`src/rtl/led_pattern_ctrl_pkg.sv`:
```
// Shared mode encodings and seed patterns for the LED pattern controller.
// Used by the RTL and by the testbench.
package led_pattern_ctrl_pkg;

    typedef enum logic [1:0] {
        MODE_SHL   = 2'd0,
        MODE_SHR   = 2'd1,
        MODE_FLASH = 2'd2,
        MODE_PING  = 2'd3
    } mode_e;

    localparam int   LED_MAX   = 32;
    localparam logic DIR_LEFT  = 1'b1;
    localparam logic DIR_RIGHT = 1'b0;

    // Seed for a pattern n bits wide; callers cast the result down to n bits.
    function automatic logic [LED_MAX-1:0] seed_pattern(input mode_e m,
                                                        input int unsigned n);
        logic [LED_MAX-1:0] r;
        r = LED_MAX'(1);
        case (m)
            MODE_SHR:   r = LED_MAX'(1) << (n - 1);
            MODE_FLASH: r = '1;
            default:    r = LED_MAX'(1);
        endcase
        return r;
    endfunction

endpackage

```
`src/rtl/led_pattern_ctrl_edge_det.sv`:
```
// Rising-edge detector for a W-bit level bus.
// Ports: clock, i_reset (async low), i_sig (levels), o_rise (one-cycle edges).
module edge_det #(
    parameter int W = 4
) (
    input  logic         clock,
    input  logic         i_reset,
    input  logic [W-1:0] i_sig,
    output logic [W-1:0] o_rise
);

    logic [W-1:0] prev_q;
    logic [W-1:0] prev_d;
    logic         arm_q;
    logic         arm_d;

    always_comb begin
        prev_d = i_sig;
        arm_d  = 1'b1;
    end

    always_ff @(posedge clock or negedge i_reset) begin
        if (!i_reset) begin
            prev_q <= '0;
            arm_q  <= 1'b0;
        end else begin
            prev_q <= prev_d;
            arm_q  <= arm_d;
        end
    end

    // The first edge after reset only captures history, so a level held
    // through reset release is not mistaken for a new press.
    assign o_rise = i_sig & ~prev_q & {W{arm_q}};

endmodule

```
`src/rtl/led_pattern_ctrl.sv`:
```
// LED pattern controller: button-selected modes stepping on rate ticks.
// Ports: clock, i_reset (async low), i_sw, i_btn, i_tick -> o_cnt_en, o_rate, o_leds, o_mode.
module led_pattern_ctrl
    import led_pattern_ctrl_pkg::*;
#(
    parameter int NB_LEDS = 4,
    parameter int NB_SW   = 3
) (
    input  logic               clock,
    input  logic               i_reset,
    input  logic [NB_SW-1:0]   i_sw,
    input  logic [3:0]         i_btn,
    input  logic               i_tick,
    output logic               o_cnt_en,
    output logic [1:0]         o_rate,
    output logic [NB_LEDS-1:0] o_leds,
    output logic [1:0]         o_mode
);

    mode_e              mode_q, mode_d;
    logic [NB_LEDS-1:0] leds_q, leds_d;
    logic               dir_q, dir_d;
    logic               cnt_en_q, cnt_en_d;
    logic [1:0]         rate_q, rate_d;

    logic [3:0]         btn_rise;
    logic               req_vld;
    mode_e              req_mode;
    logic               step;

    edge_det #(.W(4)) u_edge_det (
        .clock  (clock),
        .i_reset(i_reset),
        .i_sig  (i_btn),
        .o_rise (btn_rise)
    );

    always_comb begin
        req_mode = MODE_SHL;
        priority case (1'b1)
            btn_rise[0]: req_mode = MODE_SHL;
            btn_rise[1]: req_mode = MODE_SHR;
            btn_rise[2]: req_mode = MODE_FLASH;
            btn_rise[3]: req_mode = MODE_PING;
            default:     req_mode = MODE_SHL;
        endcase
    end

    assign req_vld = |btn_rise;
    assign step    = i_tick & i_sw[0];

    always_comb begin
        mode_d   = mode_q;
        leds_d   = leds_q;
        dir_d    = dir_q;
        cnt_en_d = i_sw[0];
        rate_d   = i_sw[2:1];
        if (req_vld) begin
            // A request swallows any coincident tick.
            mode_d = req_mode;
            leds_d = NB_LEDS'(seed_pattern(req_mode, NB_LEDS));
            dir_d  = DIR_LEFT;
        end else if (step) begin
            case (mode_q)
                MODE_SHL:
                    leds_d = {leds_q[NB_LEDS-2:0], leds_q[NB_LEDS-1]};
                MODE_SHR:
                    leds_d = {leds_q[0], leds_q[NB_LEDS-1:1]};
                MODE_FLASH:
                    leds_d = ~leds_q;
                MODE_PING: begin
                    // Turn around at an end so each end is lit for one step.
                    if (dir_q == DIR_LEFT) begin
                        if (leds_q[NB_LEDS-1]) begin
                            leds_d = leds_q >> 1;
                            dir_d  = DIR_RIGHT;
                        end else begin
                            leds_d = leds_q << 1;
                        end
                    end else begin
                        if (leds_q[0]) begin
                            leds_d = leds_q << 1;
                            dir_d  = DIR_LEFT;
                        end else begin
                            leds_d = leds_q >> 1;
                        end
                    end
                end
                default: leds_d = leds_q;
            endcase
        end
    end

    always_ff @(posedge clock or negedge i_reset) begin
        if (!i_reset) begin
            mode_q   <= MODE_SHL;
            leds_q   <= NB_LEDS'(1);
            dir_q    <= DIR_LEFT;
            cnt_en_q <= 1'b0;
            rate_q   <= 2'd0;
        end else begin
            mode_q   <= mode_d;
            leds_q   <= leds_d;
            dir_q    <= dir_d;
            cnt_en_q <= cnt_en_d;
            rate_q   <= rate_d;
        end
    end

    assign o_cnt_en = cnt_en_q;
    assign o_rate   = rate_q;
    assign o_leds   = leds_q;
    assign o_mode   = mode_q;

endmodule

```
`config.mk`:
```
export PLATFORM = sky130hd
export DESIGN_NAME = led_pattern_ctrl
export DESIGN_NICKNAME = d
export VERILOG_FILES = /design/src/rtl/led_pattern_ctrl_pkg.sv /design/src/rtl/led_pattern_ctrl_edge_det.sv /design/src/rtl/led_pattern_ctrl.sv
export SDC_FILE = /design/constraint.sdc
export NUM_CORES = 1
export LEC_CHECK = 0
export BUFFER_PORTS_ARGS = -buffer_cell sky130_fd_sc_hd__buf_2
export CAP_MARGIN = 20
export CORE_MARGIN = 3
export CORE_UTILIZATION = 45
export CTS_CLUSTER_DIAMETER = 40
export DETAILED_ROUTE_END_ITERATION = 16
export PLACE_DENSITY = 0.72
export SYNTH_ARGS = -nofsm -noshare
export SYNTH_HDL_FRONTEND = slang
export SYNTH_SLANG_ARGS = --single-unit
```
`constraint.sdc`:
```
create_clock -name clock -period 1.8 [get_ports clock]
set_clock_uncertainty 0.2 [all_clocks]
set_input_delay 0.18 -clock clock [delete_from_list [all_inputs] [get_ports clock]]
set_output_delay 0.18 -clock clock [all_outputs]
set_load 0.02 [all_outputs]
```
**Word level (Yosys, flattened, before mapping)**

Cells that the tools add are included.

- Register bits after elaboration: 15
- Logic and storage cells: 39
- Bits of input ports: 10
- Output and inout port bits: 9

- Eq/ne operators: 5
- Bitwise operators: 5
- Muxes and demuxes: 17
- Reduce and logical (&&, ||, !) cells: 5

Operators with widths:

| cell | count |
|---|---|
| 2-to-1 mux 4 bit | 5 |
| one-hot mux 4 bit (4 select lines) | 1 |
| bitwise AND 4 bit | 2 |
| 2-to-1 mux 2 bit | 4 |
| NOT 4 bit | 2 |
| one-hot mux 4 bit (2 select lines) | 1 |
| equality test 2 bit (second input constant) | 3 |
| 2-to-1 mux 1 bit | 6 |
| equality test 2 x 1 -> 1 bit (second input constant) | 2 |
| nonzero test 2 bit | 2 |
| OR reduction 4 bit | 1 |
| logical NOT 2 bit | 1 |
| AND reduction 2 bit | 1 |
| bitwise AND 1 bit | 1 |

**Depth between registers and ports, before layout**

Gate-level depths: netlist of the first run.

- Word-level depth: 10
- Depth in mapped cells: 7
- Mapped depth without buffers: 7

**Modules after synthesis**

Synthesis of the first run repeated with hierarchy kept, for this count alone.

- Cell total of the unflattened synthesis: 77
- Area, all modules: 770.7 sq um

By module, submodules not included:

| module | cells an instance | sequential area each (sq um) | instances | area each (sq um) |
|---|---|---|---|---|
| led_pattern_ctrl | 67 | 252.7 | 1 | 606.8 |
| edge_det | 10 | 125.1 | 1 | 163.9 |

**Worst setup path before layout of the first run**

No wires, ideal clock.

- Path type: register to register
- Start point: reg u_edge_det.prev_q[3]
- End point: reg leds_q[3] (netlist: o_leds[3])
- Arrival time: 1.532 ns
- Library setup time: 0.082 ns
- Clock period less this slack: 1.813 ns
- Buffers on the path: 0
- Cell stages (with the launch flop): 8
- Path slack: -0.013 ns
- Data required time: 1.518 ns
- Path through: dfrtp_1 nand2b_4 nand2b_1 a21oi_1 inv_1 ha_1 mux2_4 a31oi_1

- Cells in the longest elaborated chain, start to end: 10
- Elaborated cells on any way between the ends: 13
- Classes of those cells: 2 x eq/ne; 6 x mux; 3 x bitwise; 2 x reduce/logical

Ends and longest elaborated chain:

| element | line | RTL |
|---|---|---|
| start, declared | led_pattern_ctrl_edge_det.sv:12 | `logic [W-1:0] prev_q;` |
| start signal, assigned | led_pattern_ctrl_edge_det.sv:27 | `prev_q <= prev_d;` |
| NOT 4 bit (*) | led_pattern_ctrl_edge_det.sv:34 | `assign o_rise = i_sig & ~prev_q & {W{arm_q}};` |
| bitwise AND 4 bit (*) (2 in series) | led_pattern_ctrl_edge_det.sv:34 |  |
| 2-to-1 mux 2 bit (*) (4 in series) | led_pattern_ctrl.sv:40 | `priority case (1'b1)` |
| named net req_mode[0] | led_pattern_ctrl.sv:28 | `mode_e req_mode;` |
| equality test 2 bit / equality test 2 x 1 -> 1 bit (equally long branches) | led_pattern_ctrl_pkg.sv:21 | `case (m)` |
| one-hot mux 4 bit (2 select lines) (*) | led_pattern_ctrl_pkg.sv:21 |  |
| 2-to-1 mux 4 bit (*) | led_pattern_ctrl.sv:58 | `if (req_vld) begin` |
| end signal, assigned | led_pattern_ctrl.sv:103 | `leds_q <= leds_d;` |
| end, declared | led_pattern_ctrl.sv:21 | `logic [NB_LEDS-1:0] leds_q, leds_d;` |

The timed path passes the listed nets; every way through them passes the cells marked *.
A chain may end at the register's enable or synchronous reset.

**Final worst setup path of the first run**

Ends and elaborated chain as after synthesis.

==> results of run 1 <==
[synthesized netlist by cell type, drive strengths merged]
cell / instances
o21bai: 2
o21ai: 10
dfstp: 2
o22ai: 2
conb: 1
a21o: 1
buf: 2
a31oi: 1
o21a: 1
nand2b: 7
and2: 3
inv: 2
ha: 2
nor2: 6
nor3b: 1
a311oi: 1
o21ba: 1
a21oi: 5
dfrtp: 13
nor2b: 2
nand2: 9
mux2: 1
a41o: 1
a211oi: 3
[sequential cells by signal, indices dropped and copies added (netlist names)]
| name | count |
|---|---|
| o_cnt_en | 1 |
| dir_q | 1 |
| o_rate | 2 |
| u_edge_det.prev_q | 4 |
| o_leds | 4 |
| u_edge_det.arm_q | 1 |
| o_mode | 2 |
[power groups by stage]
stage	combinational [mW]	sequential (mW)	clock, mW
2_1_floorplan	0.132	0.443	0
6_report	0.253	0.418	0.198
3_5_place_dp	0.235	0.423	0
3_3_place_gp	0.230	0.423	0
5_1_grt	0.279	0.424	0.222
4_1_cts	0.250	0.417	0.202
[metal layers]
layer / global-route usage / share of wire / up-vias
li1: - / - / 343
met1: 0.233 / 0.47 / 321
met2: 0.230 / 0.45 / 26
met3: 0.0451 / 0.062 / 4
met4: 0.0699 / 0.016 / 0
met5: 0 / 0 / -
[stage by stage]
stage / utilization / hold slack, ns / cells / setup slack [ns] / setup TNS (ns)
finish: 0.661 / 0.111 / 127 / 0.00986 / 0
global route: 0.661 / 0.143 / 127 / -0.0656 / -0.0656
CTS: 0.652 / 0.0868 / 127 / 0.00452 / 0
detailed placement: 0.584 / -0.104 / 115 / 0.00549 / 0
global placement: 0.584 / -0.103 / 115 / 0.0336 / 0
floorplan: - / -0.316 / 79 / 0.0257 / 0
[kinds of logic (layout without fill, tap and decap cells)]
family	after synthesis	count (layout)	share of synthesized area
AOI/OAI and AO/OA	28	28	0.237
adders and majority gates	2	2	0.0318
buffers and inverters	4	36	0.0222
DFF	15	15	0.480
muxes	1	1	0.0191
other	1	1	0.00476
and+or+nand+nor	28	28	0.205
[worst paths after layout]
path                       cells past startpoint        end                  from  slack, ns
setup / recovery                               7  o_leds[3]  u_edge_det.prev_q[3]       0.01
max in group asynchronous                      2      dir_q               i_reset       0.98
hold reg to reg                                2      dir_q                 dir_q       0.39
hold / removal                                 4  o_leds[3]                i_tick       0.11
setup reg to reg                               7  o_leds[3]  u_edge_det.prev_q[3]       0.01
min in group asynchronous                      2   o_cnt_en               i_reset       0.13
[what timing repair did]
action | in CTS | in global routing
hold buffers | 8 | 0
pin swaps | 1 | 2
endpoints found under the setup margin | 1 | 1
gates resized for setup | 0 | 2
hold endpoints to repair | 22 | 0
[worst max-delay path, stage by stage (launching register included)]
cell and delay (ns):
dfrtp_1 0.37, nand2b_4 0.14, nand2b_4 0.14, a21oi_2 0.14, inv_1 0.05, ha_1 0.27, mux2_4 0.27, a31oi_1 0.14
[final cells by class]
type,count,area [um^2],area share
inverters,2,7.51,0.00720
repair buffers,30,200,0.192
multi-input cells,60,410,0.394
flip-flops and latches,15,378,0.363
well taps,16,20.0,0.0192
clock buffers,4,26.3,0.0252
[cells in the final DEF, fill, tap and decap left out, drive strengths merged, types with 2 or more instances in the layout]
cell	instances
a211oi	3
and2	3
dfrtp	13
nand2	9
inv	2
ha	2
o22ai	2
dfstp	2
dlygate4sd3	8
nor2b	2
o21ai	10
a21oi	5
nand2b	7
o21bai	2
buf	22
nor2	6
clkbuf	4
==> run summary, run 1 <==
routability cong.: 0.789
Placed Area: 921 um^2
Yosys reg bits: 15
initial core utilization: 0.499
total track usage: 0.163
Ports: 19
Tmin final: 1.79 ns
Row Count: 14
Mapped Cells: 79
CTS sink cnt: 15
vias in the first global route: 612
Final Hold Fails: 0
sequential power share: 0.481
Required @ worst endpoint: 1.81 ns
critical path arrival: 1.80 ns
Die ar.: 2290 um^2
Max VDD drop: 0.638 mV
power share of the clock group: 0.228
root buffer cell: clkbuf_4
port bufs: 18
PwrDens: 834 nW/um^2
antenna-violating nets left: 0
global route overflow: 0
Unique masters post-synth: 27
Setup Buffers After CTS: 0
biggest area consumer among synthesized cells: dfrtp_1
pin count of the biggest net entering global routing: 16
type of the most critical hold path: in2reg
P_sw: 0.291 mW
Setup-failing EPs final: 0
TritonCTS buffer count: 3
CP Launch Type: flop
DR pass1 iterations: 4
fill count: 135
cell leakage power: 0.492 nW
Synth top area share: 0.413
Total Power: 0.869 mW
Switching Fraction: 0.335
CTS clock-pin slew for the worst setup and hold paths: 0.10 ns
Ant. Diodes: 0
syn_area_per_cell: 9.96 um^2
final instance area: 1040 um^2
RSZ-0062 raised after global routing: true
DRT Wirelength: 1680 um
critical path type: reg2reg
Vias: 694
DRC Markers: 0
final worst path period share: 0.995
initial antenna violation count: 0
vias per cell: 5.46
Iteration-0 DRC Markers: 25
core area: 1580 um^2
Mapped Nets: 91
latest clock arrival within the worst-skew pair: 0.28 ns
hpwl dp: 1140 um
Syn Std Cell Area: 787 um^2
post-synthesis sequential area ratio: 0.480
fin. max-slew vios: 0
max cap viols: 0
status: completed
Final nets: 124
largest fanout on the critical path: 3
CTS H-tree depth: 1
P&R area growth vs syn: 32.4%
CTS tree: done
CP Capture Type: flop
Comb pwr share: 0.291
Int Pwr: 0.578 mW
Avg WL per Cell: 13.2 um
width of the chip: 47.8 um
die extent in y: 47.8 um
largest cells by area after synthesis: dfrtp_1, dfstp_2, nand2b_4
fraction of layout cells with a size suffix above 1: 0.333
Fmax achieved: 559 MHz
maximum clock path buffer count: 2
first-pass GRT wire length: 2600 um
YS warnings: 0
(Power assumes the default switching activity.)
==> inputs of run 2 (changes only) <==
--- a/config.mk
+++ b/config.mk
@@ -8,10 +8,11 @@
 export BUFFER_PORTS_ARGS = -buffer_cell sky130_fd_sc_hd__buf_2
 export CAP_MARGIN = 20
 export CORE_MARGIN = 3
-export CORE_UTILIZATION = 45
+export CORE_UTILIZATION = 48
+export CTS_BUF_LIST = sky130_fd_sc_hd__clkbuf_4 sky130_fd_sc_hd__clkbuf_8
 export CTS_CLUSTER_DIAMETER = 40
 export DETAILED_ROUTE_END_ITERATION = 16
-export PLACE_DENSITY = 0.72
+export PLACE_DENSITY = 0.76
 export SYNTH_ARGS = -nofsm -noshare
 export SYNTH_HDL_FRONTEND = slang
 export SYNTH_SLANG_ARGS = --single-unit
==> run summary, run 2 (synthesized netlist as in run 1, its figures left out) <==
status: completed
worst setup path start: u_edge_det.prev_q[3]
vias per cell: 5.48 (+0.21%)
slack of the critical path: 0.0284 ns (+0.0185 ns)
CTS H-tree depth: 1 (unchanged)
CTS sink cnt: 15 (unchanged)
cell leakage power: 0.495 nW (+0.55%)
CP Capture Type: flop
TritonCTS buffer count: 3 (unchanged)
Total Power: 0.859 mW (-1.2%)
Placed Area: 920 um^2 (-0.14%)
initial core utilization: 0.556 (+0.0569)
latest clock arrival within the worst-skew pair: 0.28 ns (about the same)
setup TNS: 0 ns (unchanged)
critical path type: reg2reg
final worst path period share: 0.984 (-0.0103)
initial antenna violation count: 0 (unchanged)
Row Count: 13 (-1)
Vias: 690 (-0.58%)
core area: 1420 um^2 (-10%)
fraction of layout cells with a size suffix above 1: 0.342 (+0.00901)
CTS tree: done
port bufs: 18 (unchanged)
maximum clock path buffer count: 2 (unchanged)
fin util: 0.737 (+0.0754)
Final nets: 124 (unchanged)
type of the most critical hold path: in2reg
RSZ-0062 raised after global routing: true
reg2reg start: u_edge_det.prev_q[3]
pre-CTS WS: -0.00687 ns (-0.0124 ns)
Ant. Diodes: 0 (unchanged)
Setup Buffers After CTS: 0 (unchanged)
DR pass1 iterations: 4 (unchanged)
P&R area growth vs syn: 32.4% (unchanged)
Required @ worst endpoint: 1.81 ns (about the same)
vias in the first global route: 644 (+5.2%)
Die ar.: 2160 um^2 (-5.5%)
most common cell after layout, fill and taps aside: buf_2
CP Launch Type: flop
PwrDens: 824 nW/um^2 (-1.2%)
DRT Wirelength: 1600 um (-4.2%)
DRC Markers: 0 (unchanged)
antenna-violating nets left: 0 (unchanged)
Final Hold Fails: 0 (unchanged)
first-pass GRT wire length: 2750 um (+5.6%)
Fmax achieved: 564 MHz (+1.0%)
root buffer cell: clkbuf_4
routability cong.: 0.783 (-0.82%)
Iteration-0 DRC Markers: 24 (-4.0%)
CTS clock-pin slew for the worst setup and hold paths: 0.08 ns (-0.02 ns)
Tmin final: 1.77 ns (-0.0185 ns)
Hold WS: 0.111 ns (+0.000528 ns)
commonest non-fill, non-tap cells in the layout: buf_2, dfrtp_1, nand2_1
largest fanout on the critical path: 3 (unchanged)
fin. max-slew vios: 0 (unchanged)
Setup-failing EPs final: 0 (unchanged)
non-filler cells, final: 126 (-0.79%)
total track usage: 0.181 (+0.0172)
placed insts: 114 (-0.87%)
width of the chip: 46.5 um (-2.8%)
Hold Crit Start: i_tick
hpwl dp: 1160 um (+1.9%)
max cap viols: 0 (unchanged)
global route overflow: 0 (unchanged)
Avg WL per Cell: 12.7 um (-3.5%)
fill count: 108 (-20%)
Max VDD drop: 0.586 mV (-8.1%)
die extent in y: 46.5 um (-2.8%)
Ports: 19 (unchanged)
final instance area: 1040 um^2 (unchanged)
critical path arrival: 1.78 ns (-0.02 ns)
pin count of the biggest net entering global routing: 16 (unchanged)
-- run 2: cell types whose count changed in the layout (fill, tap and decap cells not counted) --
cell | before | now
clkbuf_1 | 1 | 0
clkinv_2 | 0 | 1
-- run 2: worst max-delay path: stages (launching register included) --
cell	delay, ns
dfrtp_1	0.36
nand2b_4	0.14
nand2b_4	0.13
a21oi_2	0.15
inv_1	0.06
ha_1	0.26
mux2_4	0.26
a31oi_1	0.13
-- run 2: path summary, 6_finish.rpt --
check / end / slack (ns) / cells past startpoint
setup reg to reg: o_leds[3] / 0.03 / 7
setup / recovery: o_leds[3] / 0.03 / 7
hold / removal: o_leds[3] / 0.11 / 4
hold reg to reg: dir_q / 0.39 / 2
max in group asynchronous: dir_q / 0.99 / 2
min in group asynchronous: u_edge_det.prev_q[0] / 0.12 / 2
-- run 2: timing repair --
| item | 4_1_cts | 5_1_grt |
|---|---|---|
| pin swaps | 1 | 2 |
| hold buffers | 8 | 0 |
| resized for setup | 1 | 2 |
| endpoints found under the setup margin | 1 | 1 |
| hold endpoints to repair | 22 | 0 |
| cloned | 0 | 0 |
-- run 2: where the power goes --
group / switching [mW] / leakage [nW] / internal (mW)
combinational: 0.137 / 0.301 / 0.118
clock: 0.103 / 0.0177 / 0.0826
sequential: 0.0442 / 0.176 / 0.374
-- run 2: layer usage --
metal	part of all wire	global-route usage	routed length, um	up-vias
li1	-	-	-	342
met1	0.44	0.227	708	309
met2	0.45	0.294	725	37
met3	0.10	0.0586	163	2
met4	0.0044	0.0511	7	0
met5	0	0	0	-
-- run 2: final cells by class --
| type | count | area, um^2 | area share |
|---|---|---|---|
| clock buffers | 3 | 22.5 | 0.0216 |
| clock inverters | 1 | 5.00 | 0.00480 |
| inverters | 2 | 7.51 | 0.00720 |
| multi-input cells | 60 | 410 | 0.394 |
| flip-flops and latches | 15 | 378 | 0.363 |
| well taps | 15 | 18.8 | 0.0180 |
| repair buffers | 30 | 200 | 0.192 |
==> inputs of run 3 (changes only) <==
--- a/config.mk
+++ b/config.mk
@@ -5,14 +5,14 @@
 export SDC_FILE = /design/constraint.sdc
 export NUM_CORES = 1
 export LEC_CHECK = 0
-export BUFFER_PORTS_ARGS = -buffer_cell sky130_fd_sc_hd__buf_2
+export ABC_AREA = 1
 export CAP_MARGIN = 20
-export CORE_MARGIN = 3
-export CORE_UTILIZATION = 48
+export CORE_UTILIZATION = 55
 export CTS_BUF_LIST = sky130_fd_sc_hd__clkbuf_4 sky130_fd_sc_hd__clkbuf_8
 export CTS_CLUSTER_DIAMETER = 40
 export DETAILED_ROUTE_END_ITERATION = 16
-export PLACE_DENSITY = 0.76
+export DONT_BUFFER_PORTS = 1
+export PLACE_DENSITY = 0.73
 export SYNTH_ARGS = -nofsm -noshare
 export SYNTH_HDL_FRONTEND = slang
 export SYNTH_SLANG_ARGS = --single-unit
==> run summary, run 3 <==
relative slew slack: 0.568
Unique masters post-synth: 17 (-37%)
Syn Std Cell Area: 857 um^2 (+8.9%)
CTS clock-pin slew for the worst setup and hold paths: 0.10 ns (+0.02 ns)
Comb pwr share: 0.292 (-0.005)
Switching Fraction: 0.413 (+0.0827)
DRT Wirelength: 1880 um (+17%)
fraction of layout cells with a size suffix above 1: 0.145 (-0.197)
critical path arrival: 1.67 ns (-0.11 ns)
antenna-violating nets left: 0 (unchanged)
ys async rst share: 1.00 (unchanged)
fin. max-slew vios: 0 (unchanged)
Total Power: 1.01 mW (+18%)
first-pass GRT wire length: 3150 um (+15%)
port bufs: 0 (-18)
cell leakage power: 0.579 nW (+17%)
CTS H-tree depth: 1 (unchanged)
Vias: 789 (+14%)
post-synthesis sequential area ratio: 0.441 (-0.0393)
CP Capture Type: flop
metal1 wirelength: 812 um (+15%)
Setup-failing EPs final: 0 (unchanged)
Max VDD drop: 0.670 mV (+14%)
P_sw: 0.418 mW (+47%)
Post-synth top flop: dfrtp_1
Required @ worst endpoint: 1.80 ns (about the same)
PwrDens: 1000 nW/um^2 (+21%)
biggest area consumer among synthesized cells: dfrtp_1
vias per cell: 5.16 (-5.8%)
Die ar.: 1720 um^2 (-20%)
Final nets: 151 (+22%)
fill count: 112 (+3.7%)
DR pass1 iterations: 4 (unchanged)
Post-synth EDFFs: 0 (unchanged)
Tmin final: 1.67 ns (-0.105 ns)
commonest non-fill, non-tap cells in the layout: nand2_1, inv_1, dfrtp_1
top-count cell post-synth: nand2_1
most common cell after layout, fill and taps aside: nand2_1
footprint of the multi-input gates: 387 um^2 (-5.8%)
met3 wire len: 142 um (-13%)
top post-synthesis cells by count: nand2_1, inv_1, dfrtp_1
global route overflow: 0 (unchanged)
maximum clock path buffer count: 2 (unchanged)
Row Count: 13 (unchanged)
Avg WL per Cell: 12.3 um (-3.5%)
TritonCTS buffer count: 3 (unchanged)
type of the most critical hold path: in2reg
power share of the clock group: 0.210 (-0.006)
DR WL met2: 893 um (+23%)
CTS tree: done
Mapped Cells: 124 (+57%)
core area: 1370 um^2 (-3.4%)
syn_area_per_cell: 6.91 um^2 (-31%)
width of the chip: 41.5 um (-11%)
Ports: 19 (unchanged)
initial antenna violation count: 0 (unchanged)
Ant. Diodes: 0 (unchanged)
Int Pwr: 0.594 mW (+3.3%)
fin util: 0.740 (+0.00341)
final worst path period share: 0.926 (-0.0584)
CP Launch Type: flop
P&R area growth vs syn: 18.0%
status: completed
Iteration-0 DRC Markers: 32 (+33%)
largest fanout on the critical path: 6 (+3)
critical path type: reg2reg
Yosys reg bits: 15 (unchanged)
pin count of the biggest net entering global routing: 16 (unchanged)
hpwl dp: 1260 um (+8.8%)
initial core utilization: 0.627 (+0.0711)
root buffer cell: clkbuf_4
vias in the first global route: 750 (+16%)
total track usage: 0.244 (+0.0639)
latest clock arrival within the worst-skew pair: 0.30 ns (+0.02 ns)
DRC Markers: 0 (unchanged)
YS warnings: 0 (unchanged)
Mapped Nets: 136 (+49%)
die extent in y: 41.5 um (-11%)
DR top layer: met4
largest cells by area after synthesis: dfrtp_1, nand2_1, inv_1
Synth top area share: 0.380 (-0.0338)
setup TNS: 0 ns (unchanged)
Fmax achieved: 600 MHz (+6.3%)
CTS sink cnt: 15 (unchanged)
non-filler cells, final: 153 (+21%)
max cap viols: 0 (unchanged)
placed insts: 140 (+23%)
Tightest Pin Transition: 0.646 ns
FF/Latch Area: 379 um^2 (+0.33%)
sequential power share: 0.498 (+0.011)
routability cong.: 0.841 (+7.5%)
Final Hold Fails: 0 (unchanged)
## run 3: cell count changes in the layout (fill, tap and decap cells not counted), sizes merged, moves of 2 or more
cell,change
and2,-3
a211oi,-3
nor2,+4
nand2,+42
o21bai,-2
nand2b,-7
inv,+23
a21oi,-3
o21ai,-4
buf,-19
nor2b,-2
o22ai,-2
nand3,+10
## run 3: cell type report
| type | instances | share of cell area |
|---|---|---|
| clock buffers | 3 | 0.0223 |
| clock inverters | 1 | 0.00743 |
| inverters | 25 | 0.0928 |
| multi-input cells | 83 | 0.382 |
| flip-flops and latches | 15 | 0.375 |
| well taps | 15 | 0.0186 |
| repair buffers | 11 | 0.101 |
## run 3: metal layers
| metal | GRT usage | up-vias |
|---|---|---|
| met3 | 0.0652 | 5 |
| met4 | 0.129 | 0 |
| li1 | - | 395 |
| met1 | 0.323 | 358 |
| met5 | 0 | - |
| met2 | 0.366 | 31 |
## run 3: cell families after synthesis
| kind of cell | after synthesis | synth area share |
|---|---|---|
| DFF | 15 | 0.441 |
| and+or+nand+nor | 72 | 0.361 |
| AOI/OAI and AO/OA | 8 | 0.0467 |
| adders and majority gates | 2 | 0.0292 |
| buffers and inverters | 26 | 0.118 |
| other | 1 | 0.00438 |
## run 3: path summary, 6_finish.rpt
path,startpoint,end,slack (ns),cells past startpoint
setup / recovery,u_edge_det.arm_q,o_leds[3],0.13,11
hold / removal,i_sw[0],o_leds[2],0.03,4
setup reg to reg,u_edge_det.arm_q,o_leds[3],0.13,11
hold reg to reg,dir_q,dir_q,0.34,2
max in group asynchronous,i_reset,u_edge_det.arm_q,0.81,1
min in group asynchronous,i_reset,o_leds[3],0.14,1
## run 3: stage by stage
| step | cell area, um^2 | worst slack [ns] | hold slack, ns |
|---|---|---|---|
| CTS | 993 | 0.0966 | 0.0296 |
| floorplan | 857 | 0.220 | -0.316 |
| global route | 1010 | -0.0182 | 0.0509 |
| finish | 1010 | 0.133 | 0.0346 |
| global placement | 883 | 0.175 | -0.315 |
| detailed placement | 883 | 0.117 | -0.315 |
## run 3: worst max-delay path, cell delays in order (launching register included)
cell and delay (ns):
dfrtp_2 0.43, nand2_1 0.07, nor2_1 0.08, nand2_1 0.07
a21oi_2 0.16, inv_1 0.07, ha_1 0.27, nand2_1 0.05
nand2_1 0.05, inv_1 0.04, nand2_1 0.04, nand2_1 0.04
## run 3: timing repair
| action | in CTS | in global routing |
|---|---|---|
| endpoints found under the hold margin | 22 | 0 |
| hold buffers | 8 | 0 |
| endpoints found under the setup margin | 0 | 3 |
| buffers inserted | 0 | 1 |
| resized for setup | 0 | 3 |
## run 3: power by group through the flow
stage / Combinational, mW / Clock, mW / Sequential (mW)
5_1_grt: 0.341 / 0.225 / 0.514
6_report: 0.295 / 0.212 / 0.504
4_1_cts: 0.290 / 0.212 / 0.504
2_1_floorplan: 0.214 / 0 / 0.495
3_3_place_gp: 0.260 / 0 / 0.509
3_5_place_dp: 0.267 / 0 / 0.510
